**config.mk**
```make
export PLATFORM = sky130hd
export DESIGN_NAME = ysyx_22041207_id_ex_flat
export DESIGN_NICKNAME = d
export VERILOG_FILES = /design/src/rtl/ysyx_22041207_id_ex_if.sv /design/src/rtl/ysyx_22041207_id_ex.sv /design/src/flat_wrapper.sv
export SDC_FILE = /design/constraint.sdc
export NUM_CORES = 1
export LEC_CHECK = 0
export BUFFER_PORTS_ARGS = -buffer_cell sky130_fd_sc_hd__buf_2
export CORE_AREA = 2 2 320 322
export CTS_CLUSTER_DIAMETER = 50
export DETAILED_ROUTE_END_ITERATION = 6
export DIE_AREA = 0 0 322 324
export SETUP_SLACK_MARGIN = 0.4
export SLEW_MARGIN = 20
export SYNTH_ARGS = -nofsm -noshare
export SYNTH_HDL_FRONTEND = slang
export SYNTH_SLANG_ARGS = --single-unit
```
**constraint.sdc**
```tcl
create_clock -name clk -period 12 [get_ports clk]
set_input_delay 3 -clock clk [delete_from_list [all_inputs] [get_ports clk]]
set_output_delay 3 -clock clk [all_outputs]
set_load 0.005 [all_outputs]
```
**src/rtl/ysyx_22041207_id_ex_if.sv**
```systemverilog
// Decode-to-execute bus: decoded fields with their handshake on the input side,
// and the registered operands and controls on the output side.
interface ysyx_22041207_id_ex_if #(
  parameter int DATA_W = 64
);
  logic              in_valid;
  logic              in_ready;
  logic [DATA_W-1:0] in_pc;
  logic [4:0]        in_operate;
  logic [DATA_W-1:0] in_imm;
  logic [DATA_W-1:0] in_csr;
  logic [1:0]        in_sel_a;
  logic [1:0]        in_sel_b;
  logic              in_rs1to32;
  logic [4:0]        in_rs1_addr;
  logic [4:0]        in_rs2_addr;
  logic [4:0]        in_rd;
  logic              in_rd_wen;
  logic [DATA_W-1:0] in_rs1_data;
  logic [DATA_W-1:0] in_rs2_data;

  logic              out_valid;
  logic [DATA_W-1:0] out_pc;
  logic [4:0]        out_operate;
  logic [DATA_W-1:0] out_rs1;
  logic [DATA_W-1:0] out_rs2;
  logic [DATA_W-1:0] out_csr;
  logic [DATA_W-1:0] out_imm;
  logic [1:0]        out_sel_a;
  logic [1:0]        out_sel_b;
  logic              out_rs1to32;
  logic [4:0]        out_rd;
  logic              out_rd_wen;

  modport master (
    output in_valid, in_pc, in_operate, in_imm, in_csr, in_sel_a, in_sel_b, in_rs1to32,
           in_rs1_addr, in_rs2_addr, in_rd, in_rd_wen, in_rs1_data, in_rs2_data,
    input  in_ready,
    input  out_valid, out_pc, out_operate, out_rs1, out_rs2, out_csr, out_imm,
           out_sel_a, out_sel_b, out_rs1to32, out_rd, out_rd_wen
  );

  modport slave (
    input  in_valid, in_pc, in_operate, in_imm, in_csr, in_sel_a, in_sel_b, in_rs1to32,
           in_rs1_addr, in_rs2_addr, in_rd, in_rd_wen, in_rs1_data, in_rs2_data,
    output in_ready,
    output out_valid, out_pc, out_operate, out_rs1, out_rs2, out_csr, out_imm,
           out_sel_a, out_sel_b, out_rs1to32, out_rd, out_rd_wen
  );
endinterface

```
**src/rtl/ysyx_22041207_id_ex.sv**
```systemverilog
// ID/EX pipeline register: single-entry hold with load-use stall, EX/MEM operand
// bypass at capture, MEM refresh of a stalled entry, and flush.
module ysyx_22041207_id_ex #(
  parameter int DATA_W = 64
) (
  input  logic              clk,
  input  logic              rst,
  input  logic              flush,
  input  logic              alu_wait,
  input  logic              ex_fwd_valid,
  input  logic              ex_fwd_is_load,
  input  logic [4:0]        ex_fwd_rd,
  input  logic [DATA_W-1:0] ex_fwd_data,
  input  logic              mem_fwd_valid,
  input  logic [4:0]        mem_fwd_rd,
  input  logic [DATA_W-1:0] mem_fwd_data,
  ysyx_22041207_id_ex_if.slave bus
);

  logic              vld_p1;
  logic [DATA_W-1:0] pc_p1, imm_p1, csr_p1, rs1_p1, rs2_p1;
  logic [4:0]        operate_p1, rs1_addr_p1, rs2_addr_p1, rd_p1;
  logic [1:0]        sel_a_p1, sel_b_p1;
  logic              rs1to32_p1, rd_wen_p1;

  logic use_rs1, use_rs2, ex_fwd_ok, hazard, capture, hold;

  // A load in EX has no data yet, so it is never a bypass source.
  function automatic logic [DATA_W-1:0] bypass(
    input logic [4:0]        addr,
    input logic [DATA_W-1:0] rf_data,
    input logic              ex_ok,
    input logic [4:0]        ex_rd,
    input logic [DATA_W-1:0] ex_data,
    input logic              mem_ok,
    input logic [4:0]        mem_rd,
    input logic [DATA_W-1:0] mem_data
  );
    if (addr == 5'd0)                  return rf_data;
    else if (ex_ok && ex_rd == addr)   return ex_data;
    else if (mem_ok && mem_rd == addr) return mem_data;
    else                               return rf_data;
  endfunction

  assign use_rs1   = (bus.in_sel_a == 2'd1);
  assign use_rs2   = (bus.in_sel_b == 2'd1);
  assign ex_fwd_ok = ex_fwd_valid & ~ex_fwd_is_load;

  assign hazard = bus.in_valid & ex_fwd_valid & ex_fwd_is_load & (ex_fwd_rd != 5'd0) &
                  ((use_rs1 & (ex_fwd_rd == bus.in_rs1_addr)) |
                   (use_rs2 & (ex_fwd_rd == bus.in_rs2_addr)));

  assign bus.in_ready = ~hazard & (~vld_p1 | ~alu_wait);
  assign capture      = bus.in_valid & bus.in_ready & ~flush;
  assign hold         = vld_p1 & alu_wait;

  // Stage boundary: decode -> execute register
  always_ff @(posedge clk or posedge rst) begin
    if (rst) begin
      vld_p1      <= 1'b0;
      pc_p1       <= '0;
      imm_p1      <= '0;
      csr_p1      <= '0;
      rs1_p1      <= '0;
      rs2_p1      <= '0;
      operate_p1  <= '0;
      rs1_addr_p1 <= '0;
      rs2_addr_p1 <= '0;
      rd_p1       <= '0;
      sel_a_p1    <= '0;
      sel_b_p1    <= '0;
      rs1to32_p1  <= 1'b0;
      rd_wen_p1   <= 1'b0;
    end else begin
      if (flush)          vld_p1 <= 1'b0;
      else if (capture)   vld_p1 <= 1'b1;
      else if (!alu_wait) vld_p1 <= 1'b0;

      if (capture) begin
        pc_p1       <= bus.in_pc;
        imm_p1      <= bus.in_imm;
        csr_p1      <= bus.in_csr;
        operate_p1  <= bus.in_operate;
        rs1_addr_p1 <= bus.in_rs1_addr;
        rs2_addr_p1 <= bus.in_rs2_addr;
        rd_p1       <= bus.in_rd;
        sel_a_p1    <= bus.in_sel_a;
        sel_b_p1    <= bus.in_sel_b;
        rs1to32_p1  <= bus.in_rs1to32;
        rd_wen_p1   <= bus.in_rd_wen;
        rs1_p1      <= bypass(bus.in_rs1_addr, bus.in_rs1_data, ex_fwd_ok, ex_fwd_rd,
                              ex_fwd_data, mem_fwd_valid, mem_fwd_rd, mem_fwd_data);
        rs2_p1      <= bypass(bus.in_rs2_addr, bus.in_rs2_data, ex_fwd_ok, ex_fwd_rd,
                              ex_fwd_data, mem_fwd_valid, mem_fwd_rd, mem_fwd_data);
      end else if (hold) begin
        // A producer reaching MEM while we stall would otherwise be missed.
        if (mem_fwd_valid && mem_fwd_rd != 5'd0 && mem_fwd_rd == rs1_addr_p1)
          rs1_p1 <= mem_fwd_data;
        if (mem_fwd_valid && mem_fwd_rd != 5'd0 && mem_fwd_rd == rs2_addr_p1)
          rs2_p1 <= mem_fwd_data;
      end
    end
  end

  assign bus.out_valid   = vld_p1;
  assign bus.out_pc      = pc_p1;
  assign bus.out_operate = operate_p1;
  assign bus.out_rs1     = rs1_p1;
  assign bus.out_rs2     = rs2_p1;
  assign bus.out_csr     = csr_p1;
  assign bus.out_imm     = imm_p1;
  assign bus.out_sel_a   = sel_a_p1;
  assign bus.out_sel_b   = sel_b_p1;
  assign bus.out_rs1to32 = rs1to32_p1;
  assign bus.out_rd      = rd_p1;
  assign bus.out_rd_wen  = rd_wen_p1 & vld_p1;

endmodule

```
**src/flat_wrapper.sv**
```systemverilog
// flat-port wrapper written by rule: the top's interface ports become plain ports
module ysyx_22041207_id_ex_flat 
#(
  parameter int DATA_W = 64
)
  (clk, rst, flush, alu_wait, ex_fwd_valid, ex_fwd_is_load, ex_fwd_rd, ex_fwd_data, mem_fwd_valid, mem_fwd_rd, mem_fwd_data, bus_in_valid, bus_in_pc, bus_in_operate, bus_in_imm, bus_in_csr, bus_in_sel_a, bus_in_sel_b, bus_in_rs1to32, bus_in_rs1_addr, bus_in_rs2_addr, bus_in_rd, bus_in_rd_wen, bus_in_rs1_data, bus_in_rs2_data, bus_in_ready, bus_out_valid, bus_out_pc, bus_out_operate, bus_out_rs1, bus_out_rs2, bus_out_csr, bus_out_imm, bus_out_sel_a, bus_out_sel_b, bus_out_rs1to32, bus_out_rd, bus_out_rd_wen);
  ysyx_22041207_id_ex_if #(.DATA_W(DATA_W)) bus_i ();
  input  logic clk;
  input  logic rst;
  input  logic flush;
  input  logic alu_wait;
  input  logic ex_fwd_valid;
  input  logic ex_fwd_is_load;
  input  logic [4:0] ex_fwd_rd;
  input  logic [DATA_W-1:0] ex_fwd_data;
  input  logic mem_fwd_valid;
  input  logic [4:0] mem_fwd_rd;
  input  logic [DATA_W-1:0] mem_fwd_data;
  input wire logic [$bits(bus_i.in_valid)-1:0] bus_in_valid;
  input wire logic [$bits(bus_i.in_pc)-1:0] bus_in_pc;
  input wire logic [$bits(bus_i.in_operate)-1:0] bus_in_operate;
  input wire logic [$bits(bus_i.in_imm)-1:0] bus_in_imm;
  input wire logic [$bits(bus_i.in_csr)-1:0] bus_in_csr;
  input wire logic [$bits(bus_i.in_sel_a)-1:0] bus_in_sel_a;
  input wire logic [$bits(bus_i.in_sel_b)-1:0] bus_in_sel_b;
  input wire logic [$bits(bus_i.in_rs1to32)-1:0] bus_in_rs1to32;
  input wire logic [$bits(bus_i.in_rs1_addr)-1:0] bus_in_rs1_addr;
  input wire logic [$bits(bus_i.in_rs2_addr)-1:0] bus_in_rs2_addr;
  input wire logic [$bits(bus_i.in_rd)-1:0] bus_in_rd;
  input wire logic [$bits(bus_i.in_rd_wen)-1:0] bus_in_rd_wen;
  input wire logic [$bits(bus_i.in_rs1_data)-1:0] bus_in_rs1_data;
  input wire logic [$bits(bus_i.in_rs2_data)-1:0] bus_in_rs2_data;
  output wire logic [$bits(bus_i.in_ready)-1:0] bus_in_ready;
  output wire logic [$bits(bus_i.out_valid)-1:0] bus_out_valid;
  output wire logic [$bits(bus_i.out_pc)-1:0] bus_out_pc;
  output wire logic [$bits(bus_i.out_operate)-1:0] bus_out_operate;
  output wire logic [$bits(bus_i.out_rs1)-1:0] bus_out_rs1;
  output wire logic [$bits(bus_i.out_rs2)-1:0] bus_out_rs2;
  output wire logic [$bits(bus_i.out_csr)-1:0] bus_out_csr;
  output wire logic [$bits(bus_i.out_imm)-1:0] bus_out_imm;
  output wire logic [$bits(bus_i.out_sel_a)-1:0] bus_out_sel_a;
  output wire logic [$bits(bus_i.out_sel_b)-1:0] bus_out_sel_b;
  output wire logic [$bits(bus_i.out_rs1to32)-1:0] bus_out_rs1to32;
  output wire logic [$bits(bus_i.out_rd)-1:0] bus_out_rd;
  output wire logic [$bits(bus_i.out_rd_wen)-1:0] bus_out_rd_wen;
  assign bus_i.in_valid = bus_in_valid;
  assign bus_i.in_pc = bus_in_pc;
  assign bus_i.in_operate = bus_in_operate;
  assign bus_i.in_imm = bus_in_imm;
  assign bus_i.in_csr = bus_in_csr;
  assign bus_i.in_sel_a = bus_in_sel_a;
  assign bus_i.in_sel_b = bus_in_sel_b;
  assign bus_i.in_rs1to32 = bus_in_rs1to32;
  assign bus_i.in_rs1_addr = bus_in_rs1_addr;
  assign bus_i.in_rs2_addr = bus_in_rs2_addr;
  assign bus_i.in_rd = bus_in_rd;
  assign bus_i.in_rd_wen = bus_in_rd_wen;
  assign bus_i.in_rs1_data = bus_in_rs1_data;
  assign bus_i.in_rs2_data = bus_in_rs2_data;
  assign bus_in_ready = bus_i.in_ready;
  assign bus_out_valid = bus_i.out_valid;
  assign bus_out_pc = bus_i.out_pc;
  assign bus_out_operate = bus_i.out_operate;
  assign bus_out_rs1 = bus_i.out_rs1;
  assign bus_out_rs2 = bus_i.out_rs2;
  assign bus_out_csr = bus_i.out_csr;
  assign bus_out_imm = bus_i.out_imm;
  assign bus_out_sel_a = bus_i.out_sel_a;
  assign bus_out_sel_b = bus_i.out_sel_b;
  assign bus_out_rs1to32 = bus_i.out_rs1to32;
  assign bus_out_rd = bus_i.out_rd;
  assign bus_out_rd_wen = bus_i.out_rd_wen;
  ysyx_22041207_id_ex #(.DATA_W(DATA_W)) u_core (.clk(clk), .rst(rst), .flush(flush), .alu_wait(alu_wait), .ex_fwd_valid(ex_fwd_valid), .ex_fwd_is_load(ex_fwd_is_load), .ex_fwd_rd(ex_fwd_rd), .ex_fwd_data(ex_fwd_data), .mem_fwd_valid(mem_fwd_valid), .mem_fwd_rd(mem_fwd_rd), .mem_fwd_data(mem_fwd_data), .bus(bus_i));
endmodule
```
After elaboration in Yosys (flattened, before gate mapping)
Index checks and enable logic that the tools add are counted.
{ "totals": {"reg_bits": 347, "latch_bits": 0, "memories": 0, "ramBits": 0, "in_bits": 492, "wordCells": 73, "rom_bits": 0} }
{ "classes": {"eq_ne": 9, "order_cmp": 0, "addsub": 0, "muxes": 15, "div_mod_pow": 0, "mul": 0, "reduce_logical": 16, "bitwise_logic": 19, "n_shift": 0} }
{ "op_table": {"columns": ["cell", "n"], "rows": [
  ["64-bit two-way mux", 12],
  ["5-bit == test", 6],
  ["1-bit AND", 12],
  ["5-bit zero test", 2],
  ["5-bit nonzero test", 2],
  ["1-bit logical AND", 7],
  ["2-bit nonzero test", 3],
  ["1-bit NOT", 5],
  ["2-bit by 1-bit == test with 1-bit output, second input constant", 2],
  ["2-bit AND reduction", 2],
  ["1-bit two-way mux", 3],
  ["3-bit by 2-bit inequality test with 1-bit output, second input constant", 1],
  ["1-bit bitwise OR", 2]
]} }

Depth between registers and ports, before layout
{ "depth": {"ltp_word": 10, "ltp_mapped": 9, "ltp_nobuf": 6} }

Worst setup path after synthesis
Ideal clock, no wire load.
{ "synth_path": {"kind": "in2out", "startpoint": "input ex_fwd_rd[4]", "endpoint": "output bus_in_ready", "arrival_ns": 3.951, "required_ns": 9.000, "setup_slack_ns": 5.049, "path_buffers": 0, "cell_stages": 5, "path_cell_list": "xnor2_1 > nand3_1 > or4b_1 > a21oi_1 > a21oi_1"} }
{ "synth_between": {"elab_chain_len": 6, "elab_cells_between_ends": 10} }
{ "synth_rtl": {"columns": ["element", "line_no", "source"], "rows": [
  ["from (decl)", "flat_wrapper.sv:14", "input logic [4:0] ex_fwd_rd;"],
  ["5-bit == test (on tied branches)", "ysyx_22041207_id_ex.sv:50, ysyx_22041207_id_ex.sv:51", null],
  ["1-bit AND (on tied branches)", "ysyx_22041207_id_ex.sv:50, ysyx_22041207_id_ex.sv:51", null],
  ["1-bit bitwise OR", "ysyx_22041207_id_ex.sv:50", "((use_rs1 & (ex_fwd_rd == bus.in_rs1_addr)) |"],
  ["1-bit AND *", "ysyx_22041207_id_ex.sv:49", "assign hazard = bus.in_valid & ex_fwd_valid & ex_fwd_is_load & (ex_fwd_rd != 5'd0) &"],
  ["1-bit NOT *", "ysyx_22041207_id_ex.sv:53", "assign bus.in_ready = ~hazard & (~vld_p1 | ~alu_wait);"],
  ["1-bit AND *", "ysyx_22041207_id_ex.sv:53", null],
  ["to (decl)", "flat_wrapper.sv:33", "output wire logic [$bits(bus_i.in_ready)-1:0] bus_in_ready;"]
]} }
Mark *: on every way between the ends. The rest lies on a longest branch, timed or not.

Worst setup path in the final report
{ "layout_path": {"startpoint": "input bus_in_sel_b[1]", "endpoint": "output bus_in_ready"} }
{ "layout_between": {"elab_chain_len": 6} }
{ "layout_rtl": {"columns": ["element", "line_no", "source"], "rows": [
  ["from (decl)", "flat_wrapper.sv:25", "input wire logic [$bits(bus_i.in_sel_b)-1:0] bus_in_sel_b;"],
  ["2-bit by 1-bit == test with 1-bit output", "ysyx_22041207_id_ex.sv:46", "assign use_rs2 = (bus.in_sel_b == 2'd1);"],
  ["1-bit AND", "ysyx_22041207_id_ex.sv:51", "(use_rs2 & (ex_fwd_rd == bus.in_rs2_addr)));"],
  ["1-bit bitwise OR", "ysyx_22041207_id_ex.sv:50", null],
  ["1-bit AND", "ysyx_22041207_id_ex.sv:49", null],
  ["1-bit NOT", "ysyx_22041207_id_ex.sv:53", null],
  ["1-bit AND", "ysyx_22041207_id_ex.sv:53", null]
]} }
Every way passes these cells.

==> metrics.cfg <==
[sta]
clock-skew-final_ps=20.00
setup_slack_ps=4227
relSlewSlack=0.2456
fin_tns_setup_ps=0
worst_pin_slew_ps=1132
final-setup-viol-count=0
final_hold_viol_count=0
rsz0062_at_grt=false
clock.fmax_mhz=128.6
min_period_ps=7773
drv_slew=0
holdWs_ps=499.8
fin_crit_sh=0.6478

[floorplan]
die_area_mm2=0.1043
die_w_um=322
floorplan.rows=117
coreArea_mm2=0.1010
ioPinCount=830
die_h_um=324
start_util=0.1903

[clock_tree]
htreeDepth=2
cts_buffer_depth=3
cts_root_buf=clkbuf_16
cts_made_buffers=57
clk_pin_slew_ps=50
cts_hold_buf=0
cts.sinks=347
postCtsSetupRepairBufs=0
clk_latency_ps=650
cts_tree=yes
cts_resized=0

[synth]
synth_mux_area_frac=0.3669
synth_compound_area_frac=0.06092
synth_nets=1960
avgSynthCellArea_um2=13.09
ys.warnings.count=0
netlist_area_mm2=0.01922
synth_seq_cells=347
syn-instance-count=1468
synthArstFlopShare=1.000
yosys.area_share.simple=0.05480
synthAdderAreaFrac=0
synth_top_family_by_area=multiplexers
synth_edf_count=0
ys_seq_area_frac=0.4517
synth-xor-area-share=0.01367
synth.distinct_cells=32
synth_flop_cell=dfrtp_1

[placement]
dpl.hpwl_mm=59.80
place_congestion=0.8445
io_buffers=829
dp_slack_ps=4124

[route]
post_drt_via_cell_ratio=4.395
antenna_left=0
vias=15880
remaining_drc_errors=0
first_iter_violations=1078
drt_pre_antenna_iters=5
routedWlPerCell_um=22.83
drt-total-wl_mm=82.50

[global_route]
grt-busiest-layer=met2
grt.total_usage=0.1501
grt.met2_usage=0.2380
antenna_found_initial=24
grt_pass1_wl_mm=116.4
gr-total-overflow=0
grt_max_degree=135
use_met3=0.03565
grt_pass1_vias=16500
grt_use_met1=0.1955

[setup_path]
critPathRequiredTime_ps=9000
path_max_fanout=2
worstPathArrival_ps=4770
path_class=primary input to output port
cp-end-kind=output port
start_kind=primary input

[pwr]
power.density_mw_per_mm2=157.8
ir_drop_mv=0.1144
leakage_nw=12.96

[flow_run]
max-cap-violations=0

[outcome]
status=complete, no violations

[layout]
nFillCells=10720
area_growth_pct=37.16
final_cell_mix=buf_2, mux2i_1, dfrtp_1
nets=2739
final_common_cell=buf_2
drive_gt1_frac=0.5164

[worst_hold_path]
min_path_type=flip-flop to flip-flop

registers in the layout (all words and copies together) (netlist names):
name / count
u_core.bus.out_rs1: 64
u_core.rs2_addr_p1: 5
u_core.bus.out_sel_a: 2
u_core.bus.out_csr: 64
u_core.bus.out_imm: 64
u_core.rs1_addr_p1: 5
u_core.bus.out_valid: 1
u_core.bus.out_pc: 64
u_core.rd_wen_p1: 1
u_core.bus.out_rd: 5
u_core.bus.out_operate: 5
u_core.bus.out_sel_b: 2
u_core.bus.out_rs2: 64
u_core.bus.out_rs1to32: 1
synthesized netlist by cell type, types with 2 or more instances:
library cell	instances	area (µm²)
buf_2	21	105.1
buf_4	18	135.1
nor2_1	2	7.510
xnor2_1	22	192.7
buf_6	5	56.30
buf_12	22	440.4
a21o_1	2	15.01
a21oi_1	2	10.01
buf_1	9	33.78
nor3_1	128	640.6
a2bb2oi_1	128	1121
nand4_1	2	12.51
clkbuf_1	60	225.2
nor4_1	2	12.51
mux2i_1	384	3844
nand2_1	66	247.7
dfrtp_1	347	8683
o2111ai_1	2	17.52
or4_1	5	37.54
mux2_4	201	3018
or3b_2	3	26.28
nand3_1	4	20.02
mux2_2	17	191.4
xor2_1	8	70.07
power breakdown:
part	internal (mW)	switching [mW]
logic	0.482	0.427
clock network	1.05	0.673
registers	1.39	0.138
total	2.92	1.24
worst max-delay path: stages:
cell,delay [ps]
buf_2,110
nand2b_1,320
or4_1,600
a21oi_1,310
a21oi_1,220
buf_2,200
cell type report:
class | count | area [µm²] | share of cell area
inverters | 1 | 7.507 | 0.0002847
flip-flops and latches | 347 | 8683 | 0.3293
multi-input cells | 985 | 9629 | 0.3652
clock buffers | 74 | 1580 | 0.05993
clock inverters | 31 | 389.1 | 0.01476
diodes | 12 | 30.03 | 0.001139
repair buffers | 855 | 4409 | 0.1672
well taps | 1309 | 1638 | 0.06212
stage by stage:
| stage | utilization | std cells | cell area (µm²) | power, mW |
|---|---|---|---|---|
| final | 0.2610 | 3614 | 26370 | 4.162 |
| after global routing | 0.2609 | 3610 | 26360 | 4.343 |
| after CTS | 0.2607 | 3602 | 26340 | 4.213 |
| after detailed placement | 0.2412 | 3497 | 24370 | 2.453 |
| after global placement | 0.2412 | 3497 | 24370 | 2.437 |
| after floorplan | - | 1468 | 19230 | 1.981 |
logic make-up after synthesis:
| kind of cell | Yosys count |
|---|---|
| flip-flops | 347 |
| buffers and inverters | 136 |
| AO/OA/AOI/OAI | 135 |
| multiplexers | 602 |
| XOR/XNOR | 30 |
| AND/OR/NAND/NOR | 218 |
path summary, 6_finish.rpt:
| kind | startpoint | endpoint | slack (ps) | depth (start not counted) |
|---|---|---|---|---|
| min reg2reg | u_core.bus.out_operate[3]$_DFFE_PP0N_ | u_core.bus.out_operate[3]$_DFFE_PP0N_ | 500 | 1 |
| max | bus_in_sel_b[1] | bus_in_ready | 4230 | 6 |
| min | u_core.bus.out_operate[3]$_DFFE_PP0N_ | u_core.bus.out_operate[3]$_DFFE_PP0N_ | 500 | 1 |
| max in group asynchronous | rst | u_core.bus.out_rs2[19]$_DFFE_PP0P_ | 7460 | 4 |
| min in group asynchronous | rst | u_core.bus.out_csr[11]$_DFFE_PP0N_ | 2430 | 2 |
| max reg2reg | u_core.bus.out_valid$_DFFE_PP0P_ | u_core.bus.out_imm[32]$_DFFE_PP0N_ | 8510 | 5 |
metal layers:
metal / vias to the layer above / share of wire
met5: - / 0.00081
met4: 10 / 0.033
met3: 144 / 0.075
met2: 724 / 0.46
met1: 8011 / 0.43
li1: 6995 / -
Power figures use the tool's default switching activity.
